File: src/rtl/program_loader.sv
// program_loader - packs a 3-byte-per-word stream into sequential instruction memory writes
// Each word is {op[2:0], a[7:0], b[7:0]}; stray op high bits are dropped and flagged in err.
module program_loader #(
  parameter int ADDR_W = 6,
  parameter int DEPTH  = 64,
  parameter int WORD_W = 19
) (
  input  logic              clk,
  input  logic              rst_n,
  input  logic              start,
  input  logic [6:0]        len,
  input  logic              in_valid,
  input  logic [7:0]        in_data,
  output logic              in_ready,
  output logic              mem_we,
  output logic [ADDR_W-1:0] mem_addr,
  output logic [WORD_W-1:0] mem_wdata,
  output logic              busy,
  output logic              done,
  output logic              err
);

  localparam logic [6:0] DEPTH_L = 7'(DEPTH);
  localparam logic [6:0] ONE_L   = 7'd1;

  typedef enum logic [2:0] {
    S_IDLE = 3'd0,
    S_B0   = 3'd1,
    S_B1   = 3'd2,
    S_B2   = 3'd3,
    S_WR   = 3'd4,
    S_FIN  = 3'd5
  } state_t;

  state_t              state_q, state_d;
  logic [6:0]          len_q, len_d;
  logic [ADDR_W-1:0]   cnt_q, cnt_d;
  logic [2:0]          op_q, op_d;
  logic [7:0]          a_q, a_d;
  logic [ADDR_W-1:0]   addr_q, addr_d;
  logic [WORD_W-1:0]   wdata_q, wdata_d;
  logic                err_q, err_d;

  logic                len_ok;
  logic                xfer;
  logic                last_word;
  logic [6:0]          len_m1;

  assign len_ok    = (len != 7'd0) && (len <= DEPTH_L);
  assign xfer      = in_valid && in_ready;
  assign len_m1    = len_q - ONE_L;
  assign last_word = (7'(cnt_q) == len_m1);

  always_ff @(posedge clk) begin
    if (!rst_n) begin
      state_q <= S_IDLE;
    end else begin
      state_q <= state_d;
    end
  end

  always_comb begin
    state_d = state_q;
    case (state_q)
      S_IDLE: if (start && len_ok) state_d = S_B0;
      S_B0:   if (in_valid) state_d = S_B1;
      S_B1:   if (in_valid) state_d = S_B2;
      S_B2:   if (in_valid) state_d = S_WR;
      S_WR:   state_d = last_word ? S_FIN : S_B0;
      S_FIN:  state_d = S_IDLE;
      default: state_d = S_IDLE;
    endcase
  end

  always_comb begin
    in_ready = 1'b0;
    mem_we   = 1'b0;
    busy     = 1'b1;
    done     = 1'b0;
    case (state_q)
      S_IDLE: busy = 1'b0;
      S_B0, S_B1, S_B2: in_ready = 1'b1;
      S_WR:   mem_we = 1'b1;
      S_FIN:  done = 1'b1;
      default: busy = 1'b0;
    endcase
  end

  // Address/data are captured on the third byte so they are stable through WR and held afterwards.
  always_comb begin
    len_d   = len_q;
    cnt_d   = cnt_q;
    op_d    = op_q;
    a_d     = a_q;
    addr_d  = addr_q;
    wdata_d = wdata_q;
    err_d   = err_q;
    case (state_q)
      S_IDLE: begin
        if (start) begin
          if (len_ok) begin
            len_d = len;
            cnt_d = '0;
            err_d = 1'b0;
          end else begin
            err_d = 1'b1;
          end
        end
      end
      S_B0: begin
        if (xfer) begin
          op_d = in_data[2:0];
          if (in_data[7:3] != 5'd0) err_d = 1'b1;
        end
      end
      S_B1: begin
        if (xfer) a_d = in_data;
      end
      S_B2: begin
        if (xfer) begin
          addr_d  = cnt_q;
          wdata_d = {op_q, a_q, in_data};
        end
      end
      S_WR: begin
        if (!last_word) cnt_d = cnt_q + 1'b1;
      end
      default: ;
    endcase
  end

  always_ff @(posedge clk) begin
    if (!rst_n) begin
      len_q   <= '0;
      cnt_q   <= '0;
      op_q    <= '0;
      a_q     <= '0;
      addr_q  <= '0;
      wdata_q <= '0;
      err_q   <= 1'b0;
    end else begin
      len_q   <= len_d;
      cnt_q   <= cnt_d;
      op_q    <= op_d;
      a_q     <= a_d;
      addr_q  <= addr_d;
      wdata_q <= wdata_d;
      err_q   <= err_d;
    end
  end

  assign mem_addr  = addr_q;
  assign mem_wdata = wdata_q;
  assign err       = err_q;

endmodule

File: config.mk
export PLATFORM = sky130hd
export DESIGN_NAME = program_loader
export DESIGN_NICKNAME = d
export VERILOG_FILES = /design/src/rtl/program_loader.sv
export SDC_FILE = /design/constraint.sdc
export NUM_CORES = 1
export LEC_CHECK = 0
export BUFFER_PORTS_ARGS = -buffer_cell sky130_fd_sc_hd__buf_4
export CORE_MARGIN = 5
export CORE_UTILIZATION = 30
export CTS_CLUSTER_DIAMETER = 120
export DETAILED_ROUTE_END_ITERATION = 10
export PLACE_DENSITY = 0.5
export SETUP_SLACK_MARGIN = 0.2
export SLEW_MARGIN = 10
export SYNTH_ARGS = -nofsm -noshare
export SYNTH_HDL_FRONTEND = slang
export SYNTH_SLANG_ARGS = --single-unit
export TNS_END_PERCENT = 100
File: constraint.sdc
create_clock -name clk -period 3.7 [get_ports clk]
set_clock_uncertainty 0.05 [all_clocks]
set_input_delay 0.37 -clock clk [delete_from_list [all_inputs] [get_ports clk]]
set_output_delay 0.37 -clock clk [all_outputs]
set_load 0.05 [all_outputs]
# Word level (Yosys, flattened, before mapping)
# Index checks and enable logic that the tools add are counted.
dict set report word_totals {
  register_bits 53
  latch_bits 0
  ram_bits 0
  mem_bits_ro 0
  input_bits 19
  output_inout_bits 30
  word_cells 62
  memories 0
}
dict set report op_classes {
  add_sub_neg 2
  mul 0
  div_mod_pow 0
  order_cmp 1
  n_eq_ne 15
  shift 0
  muxes 19
  bitwise 0
  n_reduce_logical 17
}
# op count
set ops {}
lappend ops {{two-way mux 6 bit} 3}
lappend ops {{inequality test 2 bit, second input constant} 9}
lappend ops {{two-way mux 3 bit} 5}
lappend ops {{case mux 3 bit (5 select lines)} 1}
lappend ops {{case mux 6 bit (2 select lines)} 1}
lappend ops {{AND reduction 4 bit} 3}
lappend ops {{two-way mux 1 bit} 8}
lappend ops {{equality test 6 x 7 -> 1 bit} 1}
lappend ops {{<= comparator 7 bit, second input constant} 1}
lappend ops {{nonzero test 7 bit} 1}
lappend ops {{subtractor 7 x 1 -> 7 bit, second input constant} 1}
lappend ops {{adder 6 x 1 -> 6 bit, second input constant} 1}
lappend ops {{equality test 3 x 2 -> 1 bit, second input constant} 2}
lappend ops {{equality test 3 bit, second input constant} 2}
lappend ops {{AND reduction 2 bit} 3}
lappend ops {{nonzero test 5 bit} 1}
lappend ops {{OR reduction 5 bit} 1}
lappend ops {{nonzero test 2 bit} 2}
lappend ops {{equality test 3 x 1 -> 1 bit, second input constant} 1}
lappend ops {{logical AND 1 bit} 3}
lappend ops {{zero test 3 bit} 1}
lappend ops {{AND reduction 3 bit} 1}
lappend ops {{OR reduction 3 bit} 1}
lappend ops {{case mux 1 bit (2 select lines)} 1}

# Logic depth before layout (Yosys ltp)
dict set report depth {
  word_depth 6
  ltp_mapped 9
  depth_no_buf 8
}

# Least setup slack after synthesis
# Ideal clock, no wire load.
dict set report synth_path {
  path_type {in2reg}
  from {in len[0]}
  to {reg state_q[0]}
  setup_time_ns 0.118
  t_arrival_ns 1.892
  required_time_ns 3.532
  setup_slack_ns 1.640
  cell_stages 5
  n_path_buf 0
  cell_sequence {or4_4 or4_4 a311o_1 a22oi_1 nor2b_1}
}
dict set report synth_between {
  elab_chain_cells 5
  elab_cells_between_ends 6
  classes_between {1 x order compare; 1 x eq/ne; 4 x reduce/logical}
}
# item line
set synth_lines {}
lappend synth_lines {{from (decl)} 11} ;# input logic [6:0] len,
lappend synth_lines {{<= comparator 7 bit / nonzero test 7 bit (equally long branches)} 49} ;# assign len_ok = (len != 7'd0) && (len <= DEPTH_L);
lappend synth_lines {{logical AND 1 bit *} 49}
lappend synth_lines {{logical AND 1 bit *} 65} ;# S_IDLE: if (start && len_ok) state_d = S_B0;
lappend synth_lines {{inequality test 2 bit (no source line) *} -}
lappend synth_lines {{AND reduction 4 bit (no source line) *} -}
lappend synth_lines {{to (signal assigned)} 58} ;# state_q <= state_d;
lappend synth_lines {{to (decl)} 35} ;# state_t state_q, state_d;
# Every way passes the cells marked *; elsewhere a longest branch is shown, timed or not.
# A chain may end at the register's enable or synchronous reset.

# Final worst setup path
dict set report layout_path {
  from {reg len_q[0]}
  to {reg cnt_q[0]}
}
dict set report layout_between {
  elab_chain_cells 4
}
# item line
set layout_lines {}
lappend layout_lines {{from (decl)} 36} ;# logic [6:0] len_q, len_d;
lappend layout_lines {{from (signal assigned)} 142} ;# len_q <= len_d;
lappend layout_lines {{subtractor 7 x 1 -> 7 bit} 51} ;# assign len_m1 = len_q - ONE_L;
lappend layout_lines {{equality test 6 x 7 -> 1 bit} 52} ;# assign last_word = (7'(cnt_q) == len_m1);
lappend layout_lines {{inequality test 2 bit (no source line)} -}
lappend layout_lines {{AND reduction 4 bit (no source line)} -}
lappend layout_lines {{to (signal assigned)} 143} ;# cnt_q <= cnt_d;
lappend layout_lines {{to (decl)} 37} ;# logic [ADDR_W-1:0] cnt_q, cnt_d;
# Every way passes these cells.

==> key figures <==
Setup path
  – Reg-to-reg slack, setup: 1.21 ns
  – Data arrival time of the critical path: 2.64 ns
  – Crit path cell chain: inv_1, ha_1, xor2_1, o22ai_1, a32o_1, o22ai_1, mux2i_1, and2_1
  – Reg-to-Reg Start: len_q[0]
  – R2R cell count: 8
  – Critical Path Most Common Cell: o22ai_1
  – Worst Setup Path Type: reg -> reg
  – Slowest stage cell, crit path: o22ai_1
  – Critical Path Max Stage Delay: 0.66 ns
  – R2r endpoint: cnt_q[0]
  – Largest fanout on the critical path: 11
  – Startpoint types: register
  – Setup crit end kind: register
  – Worst endpoint required time: 3.86 ns

CTS
  – Setup Buffers After CTS: 0
  – H-tree depth: 2
  – Clock Tree Buf Depth: 2
  – TritonCTS Buffers: 5
  – Clock latency on the worst-skew pair: 0.31 ns
  – Clk sinks: 53
  – CTS tree: built
  – Clock slew at reported path FFs: 0.09 ns
  – Post-CTS sizing: 0
  – Number of hold-repair buffers added at the cts stage: 0
  – Root Buffer Master: clkbuf_8

Pwr
  – Comb pwr share: 0.110
  – Peak supply drop: 0.000219 V
  – Clock power share: 0.365
  – Switch Pwr: 0.277 mW
  – Sw frac: 0.244
  – Pwr Density: 384 mW/mm^2
  – Leakage: 1.12 nW
  – Internal: 0.858 mW
  – Sequential group share of total power: 0.524

Routing
  – DR WL/cell: 14.0 microns
  – DRT Pass-1 Iters: 4
  – Vias: 1,941
  – Final wirelength: 5.81 mm
  – Drt initial violations: 40
  – Via density: 4.67
  – DRC: 0
  – Post-route ant nets: 0

Yosys
  – Most used DFF post-synth: dfxtp_1
  – EDFF count, synth: 0
  – Synth Net Count: 292
  – Avg Inst Size Synth: 8.89 sq um
  – Synth Instances: 271
  – Seq cells post-synth: 53
  – Mapped cell area: 0.00241 sq mm
  – Seq/Total Area, Yosys: 0.441
  – Ys Warns: 0
  – Unique cell type count in the Yosys netlist: 42
  – Share of flip-flops with an asynchronous set or reset: 0

STA
  – Fmax: 0.402 GHz
  – Post-Route Setup TNS: 0 ns
  – Final cycle utilization of the critical path: 0.672
  – Unrepaired setup endpoints after global routing: no
  – Relative slew slack: 0.354
  – Final Slew Violations: 0
  – # setup viols final: 0
  – Measured slew at the worst slew-check pin: 0.969 ns
  – Setup ws final: 1.21 ns
  – Fin crit period: 2.49 ns
  – Hold Fails Final Rpt: 0

GRT
  – First-pass GRT wire length: 9.62 mm
  – Initial antenna violation count: 0
  – Global route overflow: 0
  – Vias in the first global route: 1,920
  – All-layer global routing usage: 0.121
  – Largest net degree at the start of global routing: 50

Place
  – Place WS: 1.21 ns
  – Detailed placement HPWL: 4.10 mm
  – GPL Wtd Cong: 0.861
  – IO buf count: 48

Final layout
  – Nets: 334
  – Layout cell share with drive strength beyond 1: 0.201
  – P&R area growth vs syn: 23.0%
  – Ant diodes: 0

Die
  – Starting Density: 0.310
  – Chip width: 99.6 microns
  – Core area: 0.00777 sq mm
  – Boundary Pins: 49
  – Die area: 0.00992 sq mm
  – Die Y: 99.6 microns
  – Std cell rows: 32

Job
  – Max-cap violations: 0

Min path
  – Hold Crit Class: in -> reg
  – Worst Hold Depth: 3
  – Hold_sp: in_data[6]
  – Worst hold endpoint: mem_wdata[6]

Status
  – Status: complete, no violations
[worst max-delay path: cells and delay by family (launching register included)]
family / cells / cell delay [ns]
DFF: 1 / 0.44
buffers and inverters: 1 / 0.07
adders and majority gates: 1 / 0.29
muxes: 1 / 0.16
and+or+nand+nor: 1 / 0.18
AOI/OAI and AO/OA: 3 / 1.04
xor gates and xnor gates: 1 / 0.16
[flip-flops by register name (all words and copies together) (netlist names)]
signal,flops
len_q,7
mem_addr,6
a_q,8
mem_wdata,19
err,1
cnt_q,6
op_q,3
state_q,3
[worst max-delay path by stage]
stage	slack, ns	startpoint	cells past startpoint	to
after floorplan	1.64	len[0]	5	state_q[0]
after global placement	1.29	len[0]	7	cnt_q[1]
after detailed placement	1.21	len_q[0]	8	cnt_q[0]
after CTS	1.19	len_q[0]	8	cnt_q[0]
after global routing	0.94	len_q[0]	8	cnt_q[3]
final	1.21	len_q[0]	8	cnt_q[0]
[power by group through the flow]
stage / Combinational [mW] / Clock (mW) / Sequential, mW
3_5_place_dp: 0.127 / 0 / 0.609
4_1_cts: 0.128 / 0.428 / 0.596
3_3_place_gp: 0.128 / 0 / 0.609
2_1_floorplan: 0.0853 / 0 / 0.608
6_report: 0.125 / 0.415 / 0.596
5_1_grt: 0.138 / 0.458 / 0.598
[cells in the mapped netlist, drive strengths merged (7+ instances only)]
master | number | area share
nor2b | 21 | 0.055
a21oi | 7 | 0.015
nand3 | 8 | 0.022
nand2 | 57 | 0.092
mux2i | 19 | 0.079
dfxtp | 53 | 0.44
nor2 | 7 | 0.012
inv | 9 | 0.014
clkbuf | 11 | 0.017
a21boi | 26 | 0.081
[cell families after synthesis]
| logic type | after synthesis | share of synthesized area |
|---|---|---|
| AOI/OAI and AO/OA | 51 | 0.152 |
| xor gates and xnor gates | 8 | 0.0291 |
| adders and majority gates | 2 | 0.0104 |
| buffers and inverters | 23 | 0.0384 |
| DFF | 53 | 0.441 |
| muxes | 19 | 0.0790 |
| and+or+nand+nor | 115 | 0.250 |
[layer usage]
metal | share of wire | up-vias | track usage
li1 | - | 1002 | -
met4 | 0.012 | 0 | 0.0263
met5 | 0 | - | 0
met3 | 0.056 | 10 | 0.0449
met1 | 0.48 | 894 | 0.148
met2 | 0.45 | 35 | 0.202
[stage by stage]
step                      instance area, sq um  cells  utilization  hold WS [ns]  power, mW
final                                     2960    416        0.381         0.275       1.14
after global routing                      2960    416        0.381         0.260       1.19
after CTS                                 2960    416        0.381         0.269       1.15
after detailed placement                  2850    408        0.366         0.408      0.736
after global placement                    2850    408        0.366         0.404      0.737
after floorplan                           2410    271            -         0.390      0.693
[cells in the final DEF (no fill, tap or decap), drive strengths merged, types with 7 or more instances in the layout]
cell type and count:
a21boi 26, a21oi 7, buf 49, clkbuf 7
dfxtp 53, inv 9, mux2i 19, nand2 57
nand3 8, nor2 7, nor2b 21
[cell type report]
class                      count  area (sq um)
fill                         833          4810
multi-input combinational    195          1250
sequential                    53          1060
timing repair buffer          49           368
tap                          102           128
clock buffer                   7          86.3
inverter                       9          33.8
clock inverter                 1          30.0
Note: power is estimated with default switching activity, not from simulation.
